[src/rtl/fifo_defines_pkg.sv]
// ----------------------------------------------------------------------------
// fifo_defines_pkg
// Shared sizing parameters and types for the generator sample FIFO.
//   DATA_WIDTH : width of one signed sample
//   FIFO_DEPTH : number of entries (power of two)
//   FIFO_ADDR  : pointer width
//   AF_LEVEL   : almost-full threshold on the occupancy count
// No ports (package).
// ----------------------------------------------------------------------------
package fifo_defines_pkg;

    localparam int DATA_WIDTH = 16;
    localparam int FIFO_DEPTH = 16;
    localparam int FIFO_ADDR  = $clog2(FIFO_DEPTH);
    localparam int AF_LEVEL   = FIFO_DEPTH - 2;

    typedef logic signed [DATA_WIDTH-1:0] sample_t;
    typedef logic        [FIFO_ADDR-1:0]  ptr_t;
    // One extra bit so that a completely full FIFO is distinguishable from empty.
    typedef logic        [FIFO_ADDR:0]    cnt_t;

    localparam cnt_t FULL_CNT = cnt_t'(FIFO_DEPTH);
    localparam cnt_t AF_CNT   = cnt_t'(AF_LEVEL);

    // Encoding is {write accepted, read accepted}.
    typedef enum logic [1:0] {
        OP_IDLE = 2'b00,
        OP_RD   = 2'b01,
        OP_WR   = 2'b10,
        OP_RW   = 2'b11
    } op_e;

    // Depth is a power of two, so natural overflow of the pointer is the wrap.
    function automatic ptr_t ptr_inc(input ptr_t p);
        return p + ptr_t'(1);
    endfunction

endpackage

[src/rtl/gen_sample_fifo_if.sv]
// ----------------------------------------------------------------------------
// gen_sample_fifo_if
// Bundles the producer/consumer side of the sample FIFO.
//   master : drives wr_en_i, data_i, rd_en_i; observes all FIFO outputs
//   slave  : the FIFO itself (inverse directions)
// Signal names keep the FIFO-centric _i/_o suffixes.
// ----------------------------------------------------------------------------
interface gen_sample_fifo_if;
    import fifo_defines_pkg::*;

    logic    wr_en_i;
    sample_t data_i;
    logic    rd_en_i;
    sample_t data_o;
    logic    valid_o;
    logic    full_o;
    logic    empty_o;
    logic    almost_full_o;
    cnt_t    count_o;
    logic    overflow_o;
    logic    underflow_o;

    modport master (
        output wr_en_i, data_i, rd_en_i,
        input  data_o, valid_o, full_o, empty_o, almost_full_o,
               count_o, overflow_o, underflow_o
    );

    modport slave (
        input  wr_en_i, data_i, rd_en_i,
        output data_o, valid_o, full_o, empty_o, almost_full_o,
               count_o, overflow_o, underflow_o
    );

endinterface

[src/rtl/gen_fifo_mem.sv]
// ----------------------------------------------------------------------------
// gen_fifo_mem
// Dual-port sample storage: synchronous write port, registered read port.
//   clk     : rising-edge clock
//   rst     : synchronous active-low reset (read register only)
//   we_i    : write enable
//   waddr_i : write address
//   wdata_i : write data
//   re_i    : read enable; rdata_o updates on the following edge
//   raddr_i : read address
//   rdata_o : registered read data, held while re_i is low
// The storage array is deliberately not reset.
// ----------------------------------------------------------------------------
module gen_fifo_mem
    import fifo_defines_pkg::*;
(
    input  logic    clk,
    input  logic    rst,
    input  logic    we_i,
    input  ptr_t    waddr_i,
    input  sample_t wdata_i,
    input  logic    re_i,
    input  ptr_t    raddr_i,
    output sample_t rdata_o
);

    sample_t mem_q [FIFO_DEPTH];
    sample_t rdata_d;
    sample_t rdata_q;

    // Storage write port.
    always_ff @(posedge clk) begin
        if (we_i) begin
            mem_q[waddr_i] <= wdata_i;
        end
    end

    // Next read-register value: new entry on a read, otherwise hold.
    always_comb begin
        rdata_d = rdata_q;
        if (re_i) begin
            rdata_d = mem_q[raddr_i];
        end else begin
            rdata_d = rdata_q;
        end
    end

    // Read register; a same-edge write to raddr_i is not visible here.
    always_ff @(posedge clk) begin
        if (!rst) begin
            rdata_q <= '0;
        end else begin
            rdata_q <= rdata_d;
        end
    end

    assign rdata_o = rdata_q;

endmodule

[src/rtl/gen_sample_fifo.sv]
// ----------------------------------------------------------------------------
// gen_sample_fifo
// Synchronous FIFO buffering signed samples from the function generator.
//   clk : rising-edge clock
//   rst : synchronous active-low reset
//   bus : gen_sample_fifo_if.slave
//         wr_en_i/data_i  write strobe and sample
//         rd_en_i         read request
//         data_o/valid_o  registered read data, valid one cycle after accept
//         full_o/empty_o/almost_full_o/count_o  occupancy status
//         overflow_o/underflow_o  sticky dropped-write / refused-read flags
// Pointers, count and flags live here; storage is in gen_fifo_mem.
// ----------------------------------------------------------------------------
module gen_sample_fifo
    import fifo_defines_pkg::*;
(
    input  logic             clk,
    input  logic             rst,
    gen_sample_fifo_if.slave bus
);

    ptr_t    wr_ptr_q, wr_ptr_d;
    ptr_t    rd_ptr_q, rd_ptr_d;
    cnt_t    count_q,  count_d;
    logic    full_q,   full_d;
    logic    empty_q,  empty_d;
    logic    af_q,     af_d;
    logic    valid_q,  valid_d;
    logic    ovf_q,    ovf_d;
    logic    unf_q,    unf_d;

    logic    rd_acc_s;
    logic    wr_acc_s;
    op_e     op_s;
    sample_t rdata_s;

    // Accept decisions, using only registered status so there is no bypass path.
    always_comb begin
        rd_acc_s = bus.rd_en_i & ~empty_q;
        // A write into a full FIFO is fine when a read frees a slot on the same edge.
        wr_acc_s = bus.wr_en_i & (~full_q | rd_acc_s);
        op_s     = op_e'({wr_acc_s, rd_acc_s});
    end

    // Next pointers, count, status flags and sticky error flags.
    always_comb begin
        wr_ptr_d = wr_ptr_q;
        rd_ptr_d = rd_ptr_q;
        count_d  = count_q;

        if (wr_acc_s) begin
            wr_ptr_d = ptr_inc(wr_ptr_q);
        end else begin
            wr_ptr_d = wr_ptr_q;
        end

        if (rd_acc_s) begin
            rd_ptr_d = ptr_inc(rd_ptr_q);
        end else begin
            rd_ptr_d = rd_ptr_q;
        end

        case (op_s)
            OP_WR:   count_d = count_q + cnt_t'(1);
            OP_RD:   count_d = count_q - cnt_t'(1);
            OP_RW:   count_d = count_q;
            OP_IDLE: count_d = count_q;
            default: count_d = count_q;
        endcase

        // Status is registered from the next count, so it tracks count_q exactly.
        full_d  = (count_d == FULL_CNT);
        empty_d = (count_d == cnt_t'(0));
        af_d    = (count_d >= AF_CNT);

        valid_d = rd_acc_s;
        ovf_d   = ovf_q | (bus.wr_en_i & ~wr_acc_s);
        unf_d   = unf_q | (bus.rd_en_i & empty_q);
    end

    // Control state register; reset also discards the inputs of that cycle.
    always_ff @(posedge clk) begin
        if (!rst) begin
            wr_ptr_q <= ptr_t'(0);
            rd_ptr_q <= ptr_t'(0);
            count_q  <= cnt_t'(0);
            full_q   <= 1'b0;
            empty_q  <= 1'b1;
            af_q     <= 1'b0;
            valid_q  <= 1'b0;
            ovf_q    <= 1'b0;
            unf_q    <= 1'b0;
        end else begin
            wr_ptr_q <= wr_ptr_d;
            rd_ptr_q <= rd_ptr_d;
            count_q  <= count_d;
            full_q   <= full_d;
            empty_q  <= empty_d;
            af_q     <= af_d;
            valid_q  <= valid_d;
            ovf_q    <= ovf_d;
            unf_q    <= unf_d;
        end
    end

    gen_fifo_mem u_mem (
        .clk     (clk),
        .rst     (rst),
        .we_i    (wr_acc_s & rst),
        .waddr_i (wr_ptr_q),
        .wdata_i (bus.data_i),
        .re_i    (rd_acc_s & rst),
        .raddr_i (rd_ptr_q),
        .rdata_o (rdata_s)
    );

    assign bus.data_o        = rdata_s;
    assign bus.valid_o       = valid_q;
    assign bus.full_o        = full_q;
    assign bus.empty_o       = empty_q;
    assign bus.almost_full_o = af_q;
    assign bus.count_o       = count_q;
    assign bus.overflow_o    = ovf_q;
    assign bus.underflow_o   = unf_q;

endmodule

[src/flat_wrapper.sv]
// flat-port wrapper written by rule: the top's interface ports become plain ports
module gen_sample_fifo_flat import fifo_defines_pkg::*;
  (clk, rst, bus_wr_en_i, bus_data_i, bus_rd_en_i, bus_data_o, bus_valid_o, bus_full_o, bus_empty_o, bus_almost_full_o, bus_count_o, bus_overflow_o, bus_underflow_o);
  gen_sample_fifo_if bus_i ();
  input  logic clk;
  input  logic rst;
  input wire logic [$bits(bus_i.wr_en_i)-1:0] bus_wr_en_i;
  input wire logic [$bits(bus_i.data_i)-1:0] bus_data_i;
  input wire logic [$bits(bus_i.rd_en_i)-1:0] bus_rd_en_i;
  output wire logic [$bits(bus_i.data_o)-1:0] bus_data_o;
  output wire logic [$bits(bus_i.valid_o)-1:0] bus_valid_o;
  output wire logic [$bits(bus_i.full_o)-1:0] bus_full_o;
  output wire logic [$bits(bus_i.empty_o)-1:0] bus_empty_o;
  output wire logic [$bits(bus_i.almost_full_o)-1:0] bus_almost_full_o;
  output wire logic [$bits(bus_i.count_o)-1:0] bus_count_o;
  output wire logic [$bits(bus_i.overflow_o)-1:0] bus_overflow_o;
  output wire logic [$bits(bus_i.underflow_o)-1:0] bus_underflow_o;
  assign bus_i.wr_en_i = bus_wr_en_i;
  assign bus_i.data_i = bus_data_i;
  assign bus_i.rd_en_i = bus_rd_en_i;
  assign bus_data_o = bus_i.data_o;
  assign bus_valid_o = bus_i.valid_o;
  assign bus_full_o = bus_i.full_o;
  assign bus_empty_o = bus_i.empty_o;
  assign bus_almost_full_o = bus_i.almost_full_o;
  assign bus_count_o = bus_i.count_o;
  assign bus_overflow_o = bus_i.overflow_o;
  assign bus_underflow_o = bus_i.underflow_o;
  gen_sample_fifo u_core (.clk(clk), .rst(rst), .bus(bus_i));
endmodule
[config.mk]
export PLATFORM = sky130hd
export DESIGN_NAME = gen_sample_fifo_flat
export DESIGN_NICKNAME = d
export VERILOG_FILES = /design/src/rtl/fifo_defines_pkg.sv /design/src/rtl/gen_sample_fifo_if.sv /design/src/rtl/gen_fifo_mem.sv /design/src/rtl/gen_sample_fifo.sv /design/src/flat_wrapper.sv
export SDC_FILE = /design/constraint.sdc
export NUM_CORES = 1
export LEC_CHECK = 0
export ABC_AREA = 1
export BUFFER_PORTS_ARGS = -buffer_cell sky130_fd_sc_hd__buf_2
export CELL_PAD_IN_SITES_DETAIL_PLACEMENT = 1
export CELL_PAD_IN_SITES_GLOBAL_PLACEMENT = 2
export CORE_AREA = 2 2 179 181
export DETAILED_ROUTE_END_ITERATION = 16
export DIE_AREA = 0 0 181 183
export PLACE_DENSITY = 0.81
export SLEW_MARGIN = 20
export SYNTH_ARGS = -nofsm -noshare
export SYNTH_HDL_FRONTEND = slang
export SYNTH_SLANG_ARGS = --single-unit
[constraint.sdc]
create_clock -name clk -period 2.2 [get_ports clk]
set_input_delay 0 -clock clk [delete_from_list [all_inputs] [get_ports clk]]
set_output_delay 0 -clock clk [all_outputs]
set_load 0.005 [all_outputs]
==> impl_metrics.tcl, run 1 <==
set metrics [dict create \
    crit_fanout 21 \
    wire_per_inst_um 20.1 \
    overflow 0 \
    place_area_um2 12600 \
    end_kind "flip-flop" \
    holdWs_ps 303 \
    instances_no_fill 1555 \
    ctsHtreeMaxLevel 2 \
    io_pins 47 \
    multi_input_area_um2 2990 \
    hp-class "in2reg" \
    synth_nets 1063 \
    yosysWarnings 0 \
    fillerInstances 3361 \
    vias_per_cell 5.20 \
    cts_tree "done" \
    worstHoldPathCells 4 \
    firstDrtPassIters 4 \
    grt_pass1_vias 8327 \
    drt-total-wl_mm 31.3 \
    critical_path_class "reg2reg" \
    place_congestion 0.789 \
    reg2reg_slack_ps 200 \
    nets 1154 \
    final-seq-area_um2 8390 \
    crit_path_end "u_core.bus.empty_o" \
    clock_skew_ps 22.0 \
    clock_sinks 291 \
    worstMarginPinSlew_ps 747 \
    rr_startpoint "u_core.bus.empty_o" \
    crit_path_start "u_core.bus.empty_o" \
    fmax_ghz 0.500 \
    path_clk_slew_ps 60 \
    p_per_area_nw_per_um2 977 \
    vias 8093 \
    r2r-end "u_core.bus.empty_o" \
    post-cts-setup-buffers 0 \
    finalCritPeriodShare_pct 90.9 \
    r2r_cells 10 \
    antenna_left 0 \
    yosys.area.top_type "edfxtp_1" \
    die-area_um2 33100 \
    hold_viol 0 \
    track_usage_pct 19.1 \
    avgSynthCellArea_um2 11.3 \
    post-route-util_pct 44.8 \
    p_leak_nw 5.25 \
    cp.arrival_ps 2410 \
    setup_viol 0 \
    slew_violations 0 \
    seq_area_frac_synth_pct 71.7 \
    die_x_um 181 \
    status "complete, no violations" \
    synth.distinct_cells 24 \
    final_cell_area_um2 14000 \
    relSlewSlack_pct 50.2 \
    die_h_um 183 \
    syn_to_final_growth_pct 19.6 \
    port_buffers 46 \
    ys_ff_latch 291 \
    start_util_pct 37.5 \
    grt_first_pass_wirelength_mm 48.5 \
    hpwl_mm 18.6 \
    cts_buffer_depth 3 \
    maxCapViolations 0 \
    cts_buffers 34 \
    clk_latency_ps 510 \
    clockRootBuffer "clkbuf_16" \
    total_power_mw 13.7 \
    syn-instance-count 1035 \
    layout-drive-gt1-share_pct 15.5 \
    crit_required_ps 2610 \
    drc_errors 0 \
    placed_cells 1473 \
    antenna_found_initial 2 \
    dr.first_iter.drc_count 475 \
    synthTopCellsByArea "edfxtp_1 66%, nand2_1 11%, nand3_1 8.9%" \
    netlist_area_um2 11700 \
    synth.top_cell.area_share_pct 65.7 \
    core_area_um2 31200 \
    grt_max_degree 69 \
    rows 65 \
    fin_crit_ps 2000 \
    ir_drop_mv 0.594 \
    worst_setup_path_start_kind "flip-flop" \
]
-- report_power, final --
group	switching, mW	internal [mW]	leakage, nW
sequential	0.104	6.15	2.59
combinational	1.24	0.616	2.11
clock	2.19	3.38	0.546
-- synth_stat cells --
cell and count:
dfxtp_1 35, o21bai_1 1, o211ai_1 1, clkbuf_1 8, nor2_1 30, a21oi_1 10
buf_6 1, buf_2 35, nor3_1 1, xnor2_1 1, nand3_1 209, o21ai_0 24
clkinv_1 1, buf_1 9, o21a_1 1, nand2_1 356, buf_4 7, ha_1 8
nand3b_1 1, inv_1 22, xor2_1 1, edfxtp_1 256, inv_2 2, a31oi_1 15
-- placed cells by master, fill, tap and decap left out, types with 2 or more instances in the layout --
cell           count
ha_1               7
buf_12             8
clkinv_2           4
dlygate4sd3_1     19
clkbuf_16         36
nand3_1          208
nor2_1            11
buf_2             46
a21oi_1           10
nand2_1          352
bufinv_16          2
dfxtp_2            2
nand2_2            4
diode_2            2
inv_1             20
clkinv_1           5
a31oi_1           15
nor2_2            19
clkbuf_8           4
o21ai_0           24
clkbuf_1           7
inv_2              3
buf_4             42
edfxtp_1         256
dfxtp_1           32
-- layer usage --
layer  vias up  track usage, %  wire length, µm
li1       3788               -                -
met1      4105            25.9            14300
met2       155            32.3            15200
met3        45            3.08             1240
met4         0            4.91              533
met5         -               0                0
-- timing repair --
item                                   in CTS  in global routing
gates resized for setup                     0                 12
endpoints found under the hold margin     267                  0
hold buffers                               19                  0
setup endpoints to repair                   0                  4
-- worst min-delay path by stage --
stage	start	to	slack (ps)
2_1_floorplan	bus_data_i[0]	u_core.u_mem.mem_q[0][0]	100
6_report	bus_rd_en_i	u_core.bus.underflow_o	300
5_1_grt	bus_rd_en_i	u_core.bus.underflow_o	350
3_5_place_dp	bus_rd_en_i	u_core.bus.underflow_o	260
4_1_cts	bus_rd_en_i	u_core.bus.underflow_o	280
3_3_place_gp	bus_rd_en_i	u_core.bus.underflow_o	250
-- state kept, by name, indices dropped and copies added (netlist names) --
register                  count
u_core.bus.almost_full_o      1
u_core.bus.count_o            5
u_core.bus.empty_o            1
u_core.bus.full_o             1
u_core.bus.overflow_o         1
u_core.bus.underflow_o        1
u_core.bus.valid_o            1
u_core.rd_ptr_q               4
u_core.u_mem.mem_q          256
u_core.u_mem.rdata_o         16
u_core.wr_ptr_q               4
-- stage by stage --
| stage | worst slack [ps] | setup TNS (ps) |
|---|---|---|
| 3_5_place_dp | 138 | 0 |
| 3_3_place_gp | 188 | 0 |
| 4_1_cts | 103 | 0 |
| 5_1_grt | -11.0 | -11.0 |
| 6_report | 200 | 0 |
| 2_1_floorplan | 18.2 | 0 |
-- kinds of logic (layout without fill, tap and decap cells) --
| group | Yosys count | after routing | share of synthesized area (%) |
|---|---|---|---|
| DFF | 291 | 291 | 71.7 |
| xor gates and xnor gates | 2 | 2 | 0.150 |
| AOI/OAI and AO/OA | 52 | 52 | 2.45 |
| adders and majority gates | 8 | 8 | 0.856 |
| other | 0 | 2 | 0 |
| buffers and inverters | 85 | 201 | 3.39 |
| and+or+nand+nor | 597 | 597 | 21.4 |
-- area by class of cell --
cell class / count / share of cell area (%)
Tap cell: 402 / 3.59
Antenna cell: 2 / 0.0358
Timing Repair Buffer: 115 / 6.40
Multi-Input combinational cell: 659 / 21.3
Clock inverter: 13 / 0.876
Sequential cell: 291 / 60.0
Clock buffer: 48 / 7.07
Inverter: 25 / 0.688
-- worst max-delay path, cell delays in order, from the launching register on --
cell and delay [ps]:
dfxtp_2 320, inv_1 60, nand2_2 60, inv_1 110
buf_4 280, ha_1 370, o21ai_0 260, nand2_1 80
nor2_1 100, nand3_1 130, o21bai_1 170
Note: power is estimated with default switching activity, not from simulation.
==> run 2, diff against run 1 <==
- BUFFER_PORTS_ARGS: -buffer_cell sky130_fd_sc_hd__buf_2 -> unset
- CORE_AREA: 2 2 179 181 -> 2 2 177 179
- DIE_AREA: 0 0 181 183 -> 0 0 179 181
- DONT_BUFFER_PORTS: unset -> 1
- PLACE_DENSITY: 0.81 -> 0.8
==> run 2 against run 1 <==
Worst setup slack worse by 70 ps. Critical endpoint is now u_core.u_mem.rdata_o[10]. Clock power is 9.3% lower. Routed wire length is 5.1% higher. Critical path type is now in2reg. Largest power group unchanged. Global-route usage is 1.6 points higher. Worst hold slack worse by 260 ps. Combinational power is 3% lower. Die area is 2.2% lower.
==> impl_metrics.tcl, run 2 (synthesis results as in run 1) <==
set metrics [dict create \
    cts_tree "done" \
    slowest_delay_ps 1270 \
    clockRootBuffer "clkbuf_16" \
    fin_crit_ps 2070 \
    pwr-share-clk_pct 38.5 \
    post-route-util_pct 45.2 \
    place_ws_ps -2.34 \
    fmax_ghz 0.483 \
    slew_violations 0 \
    antenna_left 0 \
    vias 8016 \
    port_buffers 0 \
    io_pins 47 \
    multi_input_area_um2 3000 \
    track_usage_pct 20.7 \
    crit_fanout 24 \
    placed_cells 1420 \
    setup_ws_ps 130 \
    p_leak_nw 5.00 \
    cp_slowest_cell "dlygate4sd3_1" \
    place_congestion 0.765 \
    pwr-share-comb_pct 13.7 \
    layout_common_cells "349 x nand2_1, 256 x edfxtp_1, 208 x nand3_1" \
    drc_errors 0 \
    finalCritPeriodShare_pct 94.1 \
    final_cell_area_um2 13700 \
    path_clk_slew_ps 70 \
    clk_latency_ps 560 \
    final_common_cell "nand2_1" \
    setup_viol 0 \
    holdWs_ps 40.6 \
    firstDrtPassIters 5 \
    ir_drop_mv 0.735 \
    seqPwrFrac_pct 47.8 \
    end_kind "flip-flop" \
    die_x_um 179 \
    hp-class "in2reg" \
    crit_buf_inv 3 \
    worst_setup_path_start_kind "primary input" \
    vias_per_cell 5.35 \
    crit_path_cell_trace "dlygate4sd3_1, inv_2, nor2_1, buf_12, a31oi_1" \
    overflow 0 \
    rows 64 \
    p_int_mw 9.66 \
    instances_no_fill 1498 \
    grt_max_degree 97 \
    cts_buffers 30 \
    start_util_pct 38.5 \
    hpwl_mm 19.4 \
    final-seq-area_um2 8390 \
    die-area_um2 32400 \
    netSwitchingFraction_pct 26.4 \
    cp.arrival_ps 2500 \
    grt_pass1_vias 8273 \
    core_area_um2 30300 \
    clock_skew_ps 19.3 \
    wire_per_inst_um 22.0 \
    die_h_um 181 \
    worstMarginPinSlew_ps 1110 \
    largest_reg_flops 256 \
    hold_viol 0 \
    nets 1105 \
    layout-drive-gt1-share_pct 11.9 \
    switching_power_mw 3.47 \
    fillerInstances 3246 \
    cts_buffer_depth 3 \
    relSlewSlack_pct 25.5 \
    critical_path_class "in2reg" \
    dr.first_iter.drc_count 603 \
    maxCapViolations 0 \
    critical-path-top-delay-family "buffers and inverters" \
    clock_sinks 291 \
    syn_to_final_growth_pct 17.3 \
    p_per_area_nw_per_um2 957 \
    grt_first_pass_wirelength_mm 50.7 \
    drt-total-wl_mm 32.9 \
    top_register "u_core.u_mem.mem_q" \
    antenna_found_initial 1 \
    status "complete, no violations" \
    place_area_um2 12500 \
    ctsHtreeMaxLevel 1 \
    crit_required_ps 2630 \
]
[run 2: changes by cell type in the layout (fill, tap and decap cells not counted), sizes merged]
cell and delta:
buf -45, clkbuf -7, clkinv +4, diode -1, inv -2
[run 2: per-stage QoR]
stage | total power [mW] | setup TNS, ps
6_report | 13.1 | 0
3_3_place_gp | 8.00 | 0
5_1_grt | 13.7 | -12.7
3_5_place_dp | 8.05 | -2.34
4_1_cts | 13.2 | 0
2_1_floorplan | 7.48 | 0
[run 2: worst reg2reg max path: stages (launching register included)]
cell	delay [ps]
dfxtp_2	330
inv_1	60
nand2_2	70
nand2_2	80
nand2_4	60
ha_4	170
nand2_2	60
inv_1	60
nor2_2	130
ha_2	180
inv_1	40
nand2_2	80
nand3_2	100
nand2_1	80
nand2_1	50
nand2_1	60
nand2_1	60
nand2_2	80
nand2_2	60
nor2_2	140
[run 2: metal layers]
metal | track usage (%) | vias up | part of all wire [%]
met5 | 0 | - | 0
met4 | 6.50 | 0 | 3.3
met3 | 3.16 | 69 | 4.6
met2 | 33.3 | 189 | 47
met1 | 28.9 | 4063 | 45
li1 | - | 3695 | -
[run 2: path summary, 6_finish.rpt]
check | start | endpoint | slack, ps | depth (start not counted)
setup reg to reg | u_core.bus.empty_o | u_core.bus.full_o | 190 | 19
setup / recovery | rst | u_core.u_mem.rdata_o[10] | 130 | 5
hold reg to reg | u_core.bus.overflow_o | u_core.bus.overflow_o | 470 | 2
hold / removal | rst | u_core.u_mem.mem_q[14][12] | 40 | 3
[run 2: layout make-up]
class	count	share of cell area, %
Antenna cell	1	0.0182
Clock buffer	41	6.29
Clock inverter	15	0.903
Inverter	25	0.702
Multi-Input combinational cell	659	21.9
Sequential cell	291	61.2
Tap cell	396	3.61
Timing Repair Buffer	70	5.39
[run 2: timing repair]
action,4_1_cts,5_1_grt
pin swaps,0,4
setup endpoints to repair,3,4
setup buffers,0,2
cloned,0,0
hold buffers,19,0
hold endpoints to repair,291,0
resized for setup,3,15
[run 2: power by group through the flow]
stage                     combinational, mW  sequential [mW]  clock, mW
final                                  1.80             6.28       5.05
after floorplan                        1.14             6.34          0
after detailed placement               1.66             6.40          0
after global placement                 1.61             6.39          0
after CTS                              1.78             6.28       5.11
after global routing                   2.03             6.29       5.33
==> run 3, diff against run 2 <==
- CTS_CLUSTER_SIZE: unset -> 30
- SETUP_SLACK_MARGIN: unset -> 0.15
- TNS_END_PERCENT: unset -> 5
==> run 3 against run 2 <==
Clock power barely moved. Combinational power barely moved. Utilization fell by 0.078 points. Maximum frequency rose by 1.5%. Via count rose by 0.25%. Non-clock buffer count rose by 7. Worst hold slack improved by 34 ps. Final cell count rose by 0.47%. Sequential power barely moved. Highest routed layer unchanged. Die area did not move. Largest cell class unchanged.
==> impl_metrics.tcl, run 3 (synthesis results as in run 1) <==
set metrics [dict create \
    antenna_left 0 \
    firstDrtPassIters 5 \
    syn_to_final_growth_pct 17.1 \
    p_leak_nw 5.01 \
    p_per_area_nw_per_um2 958 \
    hold_viol 0 \
    cts_buffer_depth 3 \
    place_congestion 0.774 \
    path_clk_slew_ps 60 \
    clk_latency_ps 550 \
    final_common_cell "nand2_1" \
    port_buffers 0 \
    clock_skew_ps 8.17 \
    grt_pass1_vias 8275 \
    relSlewSlack_pct 50.6 \
    nets 1113 \
    die_x_um 179 \
    grt_max_degree 67 \
    drt-total-wl_mm 33.1 \
    track_usage_pct 20.5 \
    slew_violations 0 \
    place_ws_ps 32.6 \
    critical_path_class "reg2reg" \
    finalSetupTns_ps 0 \
    status "complete, no violations" \
    vias 8036 \
    fmax_ghz 0.490 \
    rows 64 \
    top_register "u_core.u_mem.mem_q" \
    antenna_found_initial 0 \
    layout-drive-gt1-share_pct 13.2 \
    grt_first_pass_wirelength_mm 49.9 \
    vias_per_cell 5.34 \
    fin_crit_ps 2040 \
    core_area_um2 30300 \
    layout_common_cells "347 x nand2_1, 256 x edfxtp_1, 207 x nand3_1" \
    instances_no_fill 1505 \
    dr.first_iter.drc_count 618 \
    ir_drop_mv 0.658 \
    worst_setup_path_start_kind "flip-flop" \
    ctsHtreeMaxLevel 1 \
    maxCapViolations 0 \
    cts_buffers 31 \
    crit_fanout 11 \
    clockRootBuffer "clkbuf_16" \
    post-route-util_pct 45.1 \
    wire_per_inst_um 22.0 \
    setup_ws_ps 160 \
    antenna_cells 0 \
    hp-class "in2reg" \
    end_kind "flip-flop" \
    die-area_um2 32400 \
    start_util_pct 38.5 \
    worstMarginPinSlew_ps 741 \
    drc_errors 0 \
    placed_cells 1423 \
    cts_tree "done" \
    overflow 0 \
    clock_sinks 291 \
    fillerInstances 3220 \
    io_pins 47 \
    setup_viol 0 \
    cp.arrival_ps 2270 \
    rsz0062_at_grt "true" \
    die_h_um 181 \
    finalCritPeriodShare_pct 92.7 \
    crit_required_ps 2430 \
    largest_reg_flops 256 \
    hpwl_mm 19.3 \
]
==> run 3: cell type report <==
class                   instances  area, µm²  area share [%]
flip-flops and latches        291       8390            61.3
multi-input cells             659       3050            22.3
clock buffers                  39        826            6.03
repair buffers                 77        686            5.01
well taps                     396        495            3.62
clock inverters                18        148            1.08
inverters                      25       96.3           0.704
==> run 3: what timing repair did <==
action                     4_1_cts  5_1_grt
hold endpoints to repair       291        0
setup buffers                    2        2
hold buffers                    21        0
gates resized for setup          5       22
pin swaps                        1        6
setup endpoints to repair        4       23
==> run 3: stage by stage <==
stage	hold WS, ps	cell area (µm²)	total power, mW
finish	74.7	13700	13.1
global route	89.3	13700	13.6
CTS	50.6	13600	13.1
detailed placement	99.6	12400	7.99
global placement	99.7	12400	7.95
floorplan	98.9	11700	7.49
==> run 3: critical path: stages (launching register included) <==
cell and delay, ps:
dfxtp_2 330, inv_1 70, nand2_2 70, nand2_2 70
nand2_2 80, buf_4 140, buf_4 150, inv_1 150
nand2_1 200, nor2_2 170, buf_4 290
==> run 3: path summary, 6_finish.rpt <==
check	startpoint	to	slack, ps	depth (start not counted)
worst min-delay path	rst	u_core.u_mem.mem_q[4][7]	70	3
worst min register to register	u_core.bus.overflow_o	u_core.bus.overflow_o	480	2
worst max-delay path	u_core.bus.empty_o	u_core.u_mem.mem_q[0][0]	160	10
worst max register to register	u_core.bus.empty_o	u_core.u_mem.mem_q[0][0]	160	10
==> run 3: layer usage <==
metal	track usage, %	vias up	share of wire [%]
li1	-	3706	-
met1	27.9	4093	44
met2	34.4	187	48
met3	3.01	50	5.5
met4	5.07	0	2.1
met5	0	-	0
==> run 3: report_power, final <==
part	internal [mW]	switching, mW	total, mW	leakage [nW]
Combinational	0.562	1.22	1.78	1.93
Sequential	6.15	0.146	6.29	2.59
Clock	2.89	2.16	5.05	0.480
